==> src/rtl/seg7_scan_ctrl.sv <==
// Time-multiplexed driver for one shared seven-segment decoder across DIGITS digits.
// Optional leading-zero blanking is enabled by defining SEG7_LZ_BLANK_EN.
`timescale 1ns/1ps
module seg7_scan_ctrl #(
  parameter int DIGITS    = 4,
  parameter int SCAN_DIV  = 1000,
  parameter int BLANK_CYC = 16
) (
  input  logic                  clk,
  input  logic                  rst,
  input  logic                  upd_valid,
  input  logic [4*DIGITS-1:0]   upd_data,
  output logic                  upd_ready,
  output logic [3:0]            bcd,
  output logic [DIGITS-1:0]     an_n,
  output logic                  frame_done
);

  localparam int IW     = $clog2(DIGITS);
  localparam int CNTMAX = (SCAN_DIV > BLANK_CYC) ? SCAN_DIV : BLANK_CYC;
  localparam int CW     = $clog2(CNTMAX + 1);

  localparam logic [CW-1:0] SHOW_LAST  = CW'(SCAN_DIV - 1);
  localparam logic [CW-1:0] BLANK_LAST = CW'(BLANK_CYC - 1);
  localparam logic [IW-1:0] IDX_LAST   = IW'(DIGITS - 1);

  typedef enum logic [0:0] {
    ST_SHOW  = 1'b0,
    ST_BLANK = 1'b1
  } state_t;

  state_t              state_r, state_s;
  logic [IW-1:0]       idx_r, idx_s;
  logic [CW-1:0]       cnt_r, cnt_s;
  logic [4*DIGITS-1:0] disp_r, disp_s;
  logic [4*DIGITS-1:0] pend_r, pend_s;
  logic                pend_vld_r, pend_vld_s;
  logic                boundary_s;
  logic                take_s;
  logic                nz_s;
  logic [DIGITS-1:0]   lit_s;
  logic [DIGITS-1:0]   an_n_s;
  logic [3:0]          bcd_s;

  // Slot sequencing: SHOW for SCAN_DIV cycles, BLANK for BLANK_CYC, then next digit.
  always_comb begin
    state_s    = state_r;
    idx_s      = idx_r;
    cnt_s      = cnt_r + CW'(1);
    boundary_s = 1'b0;
    case (state_r)
      ST_SHOW: begin
        if (cnt_r == SHOW_LAST) begin
          state_s = ST_BLANK;
          cnt_s   = '0;
        end else begin
          state_s = ST_SHOW;
        end
      end
      ST_BLANK: begin
        if (cnt_r == BLANK_LAST) begin
          state_s = ST_SHOW;
          cnt_s   = '0;
          if (idx_r == IDX_LAST) begin
            idx_s      = '0;
            boundary_s = 1'b1;
          end else begin
            idx_s = idx_r + IW'(1);
          end
        end else begin
          state_s = ST_BLANK;
        end
      end
      default: begin
        state_s = ST_BLANK;
        cnt_s   = '0;
        idx_s   = IDX_LAST;
      end
    endcase
  end

  // Pending-value handshake; the display only changes when a frame begins.
  always_comb begin
    take_s     = upd_valid & upd_ready;
    disp_s     = disp_r;
    pend_s     = pend_r;
    pend_vld_s = pend_vld_r;
    if (boundary_s && pend_vld_r) begin
      disp_s     = pend_r;
      pend_vld_s = 1'b0;
    end else begin
      disp_s     = disp_r;
    end
    // A value taken on the boundary edge itself waits for the following frame.
    if (take_s) begin
      pend_s     = upd_data;
      pend_vld_s = 1'b1;
    end else begin
      pend_s     = pend_r;
    end
  end

  // Which digits may light; digit 0 is always lit.
  always_comb begin
    nz_s  = 1'b0;
    lit_s = '1;
`ifdef SEG7_LZ_BLANK_EN
    for (int i = DIGITS - 1; i >= 0; i--) begin
      nz_s     = nz_s | (disp_s[4*i +: 4] != 4'd0);
      lit_s[i] = nz_s | (i == 0);
    end
`else
    lit_s = '1;
`endif
  end

  // Next output values, aligned with the next state so outputs can be registered.
  always_comb begin
    an_n_s = '1;
    bcd_s  = bcd;
    for (int i = 0; i < DIGITS; i++) begin
      an_n_s[i] = ~((state_s == ST_SHOW) && (idx_s == IW'(i)) && lit_s[i]);
    end
    if (state_s == ST_SHOW) begin
      bcd_s = disp_s[{idx_s, 2'b00} +: 4];
    end else begin
      bcd_s = bcd;
    end
  end

  // State and output registers.
  always_ff @(posedge clk or posedge rst) begin
    if (rst) begin
      state_r    <= ST_BLANK;
      idx_r      <= IDX_LAST;
      cnt_r      <= '0;
      disp_r     <= '0;
      pend_r     <= '0;
      pend_vld_r <= 1'b0;
      upd_ready  <= 1'b0;
      an_n       <= '1;
      bcd        <= 4'd0;
      frame_done <= 1'b0;
    end else begin
      state_r    <= state_s;
      idx_r      <= idx_s;
      cnt_r      <= cnt_s;
      disp_r     <= disp_s;
      pend_r     <= pend_s;
      pend_vld_r <= pend_vld_s;
      upd_ready  <= ~pend_vld_s;
      an_n       <= an_n_s;
      bcd        <= bcd_s;
      frame_done <= boundary_s;
    end
  end

endmodule
==> config.mk <==
export PLATFORM = sky130hd
export DESIGN_NAME = seg7_scan_ctrl
export DESIGN_NICKNAME = d
export VERILOG_FILES = /design/src/rtl/seg7_scan_ctrl.sv
export SDC_FILE = /design/constraint.sdc
export NUM_CORES = 1
export LEC_CHECK = 0
export CAP_MARGIN = 10
export CORE_MARGIN = 2
export CORE_UTILIZATION = 45
export CTS_BUF_LIST = sky130_fd_sc_hd__clkbuf_16
export DETAILED_ROUTE_END_ITERATION = 16
export GPL_TIMING_DRIVEN = 0
export PLACE_DENSITY = 0.67
export SYNTH_ARGS = -nofsm -noshare
export SYNTH_HDL_FRONTEND = slang
export SYNTH_SLANG_ARGS = --single-unit
==> constraint.sdc <==
create_clock -name clk -period 4.3 [get_ports clk]
set_input_delay 0.43 -clock clk [delete_from_list [all_inputs] [get_ports clk]]
set_output_delay 0.43 -clock clk [all_outputs]
set_load 0.02 [all_outputs]
**Yosys cells after proc, flatten, opt, wreduce, memory -nomap -nowiden**

Index checks and enable logic that the tools add are counted.

- Logic and storage cells: 48
- Bits in registers: 56
- Output and inout port bits: 10

- Bitwise logic cells: 8
- Shifts and indexed selects: 1
- Add/subtract/negate cells: 2
- Reduce and logical (&&, ||, !) cells: 6
- Equality and inequality tests: 6
- Muxes and demuxes: 15

Operators with widths:

| cell | count |
|---|---|
| $mux 10 | 2 |
| $pmux 10 s2 | 1 |
| $mux 16 | 1 |
| $shiftx 16x5->4 | 1 |
| $add 10x1->10 const B | 1 |
| $eq 10x10->1 const B | 1 |
| $eq 10x4->1 const B | 1 |
| $mux 1 | 7 |
| $not 1->1 | 7 |
| $eq 2x2->1 const B | 3 |
| $mux 2 | 3 |
| $logic_and 1x1->1 | 5 |
| $add 2x1->2 const B | 1 |
| $eq 2x1->1 const B | 1 |
| $logic_not 2->1 | 1 |
| $pmux 1 s2 | 1 |
| $and 1x1->1 | 1 |

**Longest topological paths before layout**

- Depth in word-level cells: 8
- Depth in mapped cells: 9
- Mapped depth without buffers: 8

**Worst setup path before layout**

Ideal clock, no wire load.

- Path type: reg2reg
- Start: register cnt_r[0]
- End: register bcd[1]
- Period minus slack after synthesis: 2199 ps
- Path buffers: 1
- Data arrival time: 2062 ps
- Path slack: 2101 ps
- Stages on the path, launching flop included: 9
- Setup time: 137 ps
- Path through: dfrtp_1 > ha_1 > and3_1 > buf_2 > nand4_2 > mux2i_1 > mux4_1 > a222oi_1 > a21oi_1

- Longest elaborated chain between the ends: 6
- Elaborated cells on any way between the ends: 12
- Classes of those cells: 2 x eq/ne; 1 x shift; 8 x mux; 1 x reduce/logical

RTL lines:

| element | line | source |
|---|---|---|
| from (decl) | 34 | `logic [CW-1:0] cnt_r, cnt_s;` |
| from (signal assigned) | 147 | `cnt_r <= cnt_s;` |
| $eq 10x4->1 | 61 | `if (cnt_r == BLANK_LAST) begin` |
| $mux 1 | 61 |  |
| $mux 1 | 51 | `case (state_r)` |
| $logic_and 1x1->1 | 88 | `if (boundary_s && pend_vld_r) begin` |
| $mux 16 | 88 |  |
| $shiftx 16x5->4 | 125 | `bcd_s = disp_s[{idx_s, 2'b00} +: 4];` |
| to (signal assigned) | 153 | `bcd <= bcd_s;` |
| to (decl) | 14 | `output logic [3:0] bcd,` |

Parallel ways exist; a longest one is shown, timed or not.
A chain may end at the register's enable or synchronous reset.

**Final worst setup path**

Ends and elaborated chain as after synthesis.

==> metrics.txt <==
share of cells above drive strength 1=16.4%; Hold WS=0.462 ns; nature of the critical path startpoint=register; clock power share=41.3%; Die ar.=0.00594 mm^2; CTS tree=yes; clk slew on worst S/H paths=0.07 ns; total power=0.945 mW; port buffer count=28; CTS H-Tree Depth=2; synthesized area=0.00240 mm^2; global-route wire length before repair=7.77 mm; CTS Buf Count=5; Post-Syn Nets=234; GP Congestion=0.750; DP Worst Slack=1.72 ns; Crit. End Element=register; Diodes inserted=0; PD cells=322 mW/mm^2; number of remaining DRC errors=0; post-route ant nets=0; initial antenna violation count=0; die height=77.1 um; cells after synthesis=213; largest family of logic cells by synthesized area=simple AND/OR/NAND/NOR gates; Final Non-Filler Cells=320; Pleak=1.53 nW; most common cell after layout, fill and taps aside=dfrtp_1; XOR/XNOR share of the synthesized area=2.92%; Adder-Cell Fraction of Synth Area=1.04%; final setup margin=1.74 ns; CP arrival=2.71 ns; top_reg_cell synth=dfrtp_1; Hold Path Class=reg -> reg; fin area=0.00293 mm^2; Root Buffer=clkbuf_16; Syn. warnings=0; asr flop ratio synth=100%; placed cell count=312; Seq/Total Area, Yosys=58.7%; Final period util=59.5%; setup bufs post-CTS=0; Setup-failing EPs final=0; total of max-cap violations=0; Pins Over Slew Limit=0; combinational share of power=2.9%; critical path type=reg -> reg; peak supply drop=0.000226 V; 1st-iter DRT viols=97; syn_area_per_cell=11.3 um^2; largest net degree at the start of global routing=30; Clock Path Buffers=2; Num Clock Sinks=56; fmax=0.391 GHz; post_cts resized=0; Final Hold Viols=0; row count=26; drt pass-1 iters=4; commonest non-fill, non-tap cells in the layout=dfrtp_1 (49), nand2_1 (42), clkdlybuf4s50_1 (28); WP data required=4.45 ns; Reg power frac=55.8%; Synth Register Bits=56; RSZ-0062 raised after global routing=no; vias in the first global route=1645; Vias=1636; final wirelength=4.39 mm; fillers=503; Pint=0.755 mW; clk_lat worst skew=0.29 ns; Core ar.=0.00514 mm^2; DP HPWL=3.13 mm; Starting Density=46.7%; Synth Area in Compound Gates=4.32%; Die X-Extent=77.1 um; CP Launch Point=cnt_r[0]; setup_tns=0 ns; clock skew after layout=0.00349 ns; P&R area growth vs syn=22.0%; switching share of power=20.1%; post-synth cell types=33; Psw=0.190 mW; WL/cell=13.7 um; status=complete, no violations; placed inst area=0.00279 mm^2; Total GRT Usage=16.7%; RR Startpoint=cnt_r[0]; vias per inst=5.11; number of synthesized flops with an enable pin=0; Worst Tran Pin Value=0.634 ns; simple-gate area share of the yosys netlist=17.4%; utilization after layout=57.0%; Ports=29; worst hold start=cnt_r[0]; mux cell area share after synthesis=12.9%; Tmin final=2.56 ns; CP max FO=10; Rel. slew slack=57.3%; Layout Nets=270; hold buffers post-CTS=0; grt total ovfl=0
per-layer routing:
metal | GRT usage, % | wire, um
met1 | 22.9 | 2000
met2 | 26.8 | 2140
met3 | 4.47 | 207
met4 | 4.29 | 45
met5 | 0 | 0
logic make-up after synthesis:
logic type               Yosys count
AO/OA/AOI/OAI                     17
XOR/XNOR                           8
adder cells (fa/ha/maj)            2
buffers and inverters             16
flip-flops                        56
multiplexers                      27
AND/OR/NAND/NOR                   87
critical path, stage by stage (launching register included):
cell,delay (ns)
dfrtp_1,0.37
ha_1,0.21
and3_1,0.16
buf_2,0.20
nand4_2,0.31
mux2i_1,0.38
mux4_1,0.36
a222oi_1,0.31
a21oi_1,0.12
cell usage after synthesis (all sizes together) (2+ instances only):
library cell | count | area [um^2]
xor2 | 4 | 35.0
dfrtp | 49 | 1230
nor2 | 20 | 75.1
and3 | 5 | 31.3
a21oi | 6 | 30.0
o22ai | 2 | 12.5
a2111oi | 2 | 17.5
nand2b | 2 | 12.5
o21ai | 4 | 20.0
xnor2 | 4 | 35.0
mux2 | 19 | 214
nor4 | 2 | 27.5
inv | 10 | 37.5
dfstp | 7 | 184
mux2i | 7 | 70.1
nand3 | 4 | 20.0
ha | 2 | 25.0
nor2b | 2 | 12.5
nand4 | 5 | 43.8
nand2 | 42 | 158
clkbuf | 3 | 11.3
buf | 3 | 15.0
state kept, by name, indices dropped and copies added (netlist names):
register    count
pend_r         16
state_r         1
bcd             4
pend_vld_r      1
disp_r         16
cnt_r          10
an_n            4
frame_done      1
upd_ready       1
idx_r           2
worst paths after layout:
path                               to  slack [ns]  cells after the start
min in group asynchronous  pend_r[15]        0.53                      2
setup / recovery               bcd[1]        1.74                      8
hold / removal               cnt_r[0]        0.46                      1
hold reg to reg              cnt_r[0]        0.46                      1
setup reg to reg               bcd[1]        1.74                      8
max in group asynchronous     an_n[0]        3.14                      3
area by class of cell:
type | count | area (um^2) | share of cell area [%]
plain buffers | 6 | 26.3 | 0.897
clock buffers | 5 | 125 | 4.27
clock inverters | 3 | 15.0 | 0.512
inverters | 10 | 37.5 | 1.28
multi-input cells | 141 | 928 | 31.7
flip-flops and latches | 56 | 1410 | 48.1
well taps | 70 | 87.6 | 2.99
repair buffers | 29 | 300 | 10.2
power by group through the flow:
stage	clock network, mW	registers (mW)	logic [mW]
floorplan	0	0.537	0.00780
global placement	0	0.537	0.0265
detailed placement	0	0.537	0.0290
CTS	0.401	0.527	0.0292
global route	0.421	0.526	0.0317
finish	0.390	0.527	0.0278
Power figures use the tool's default switching activity.
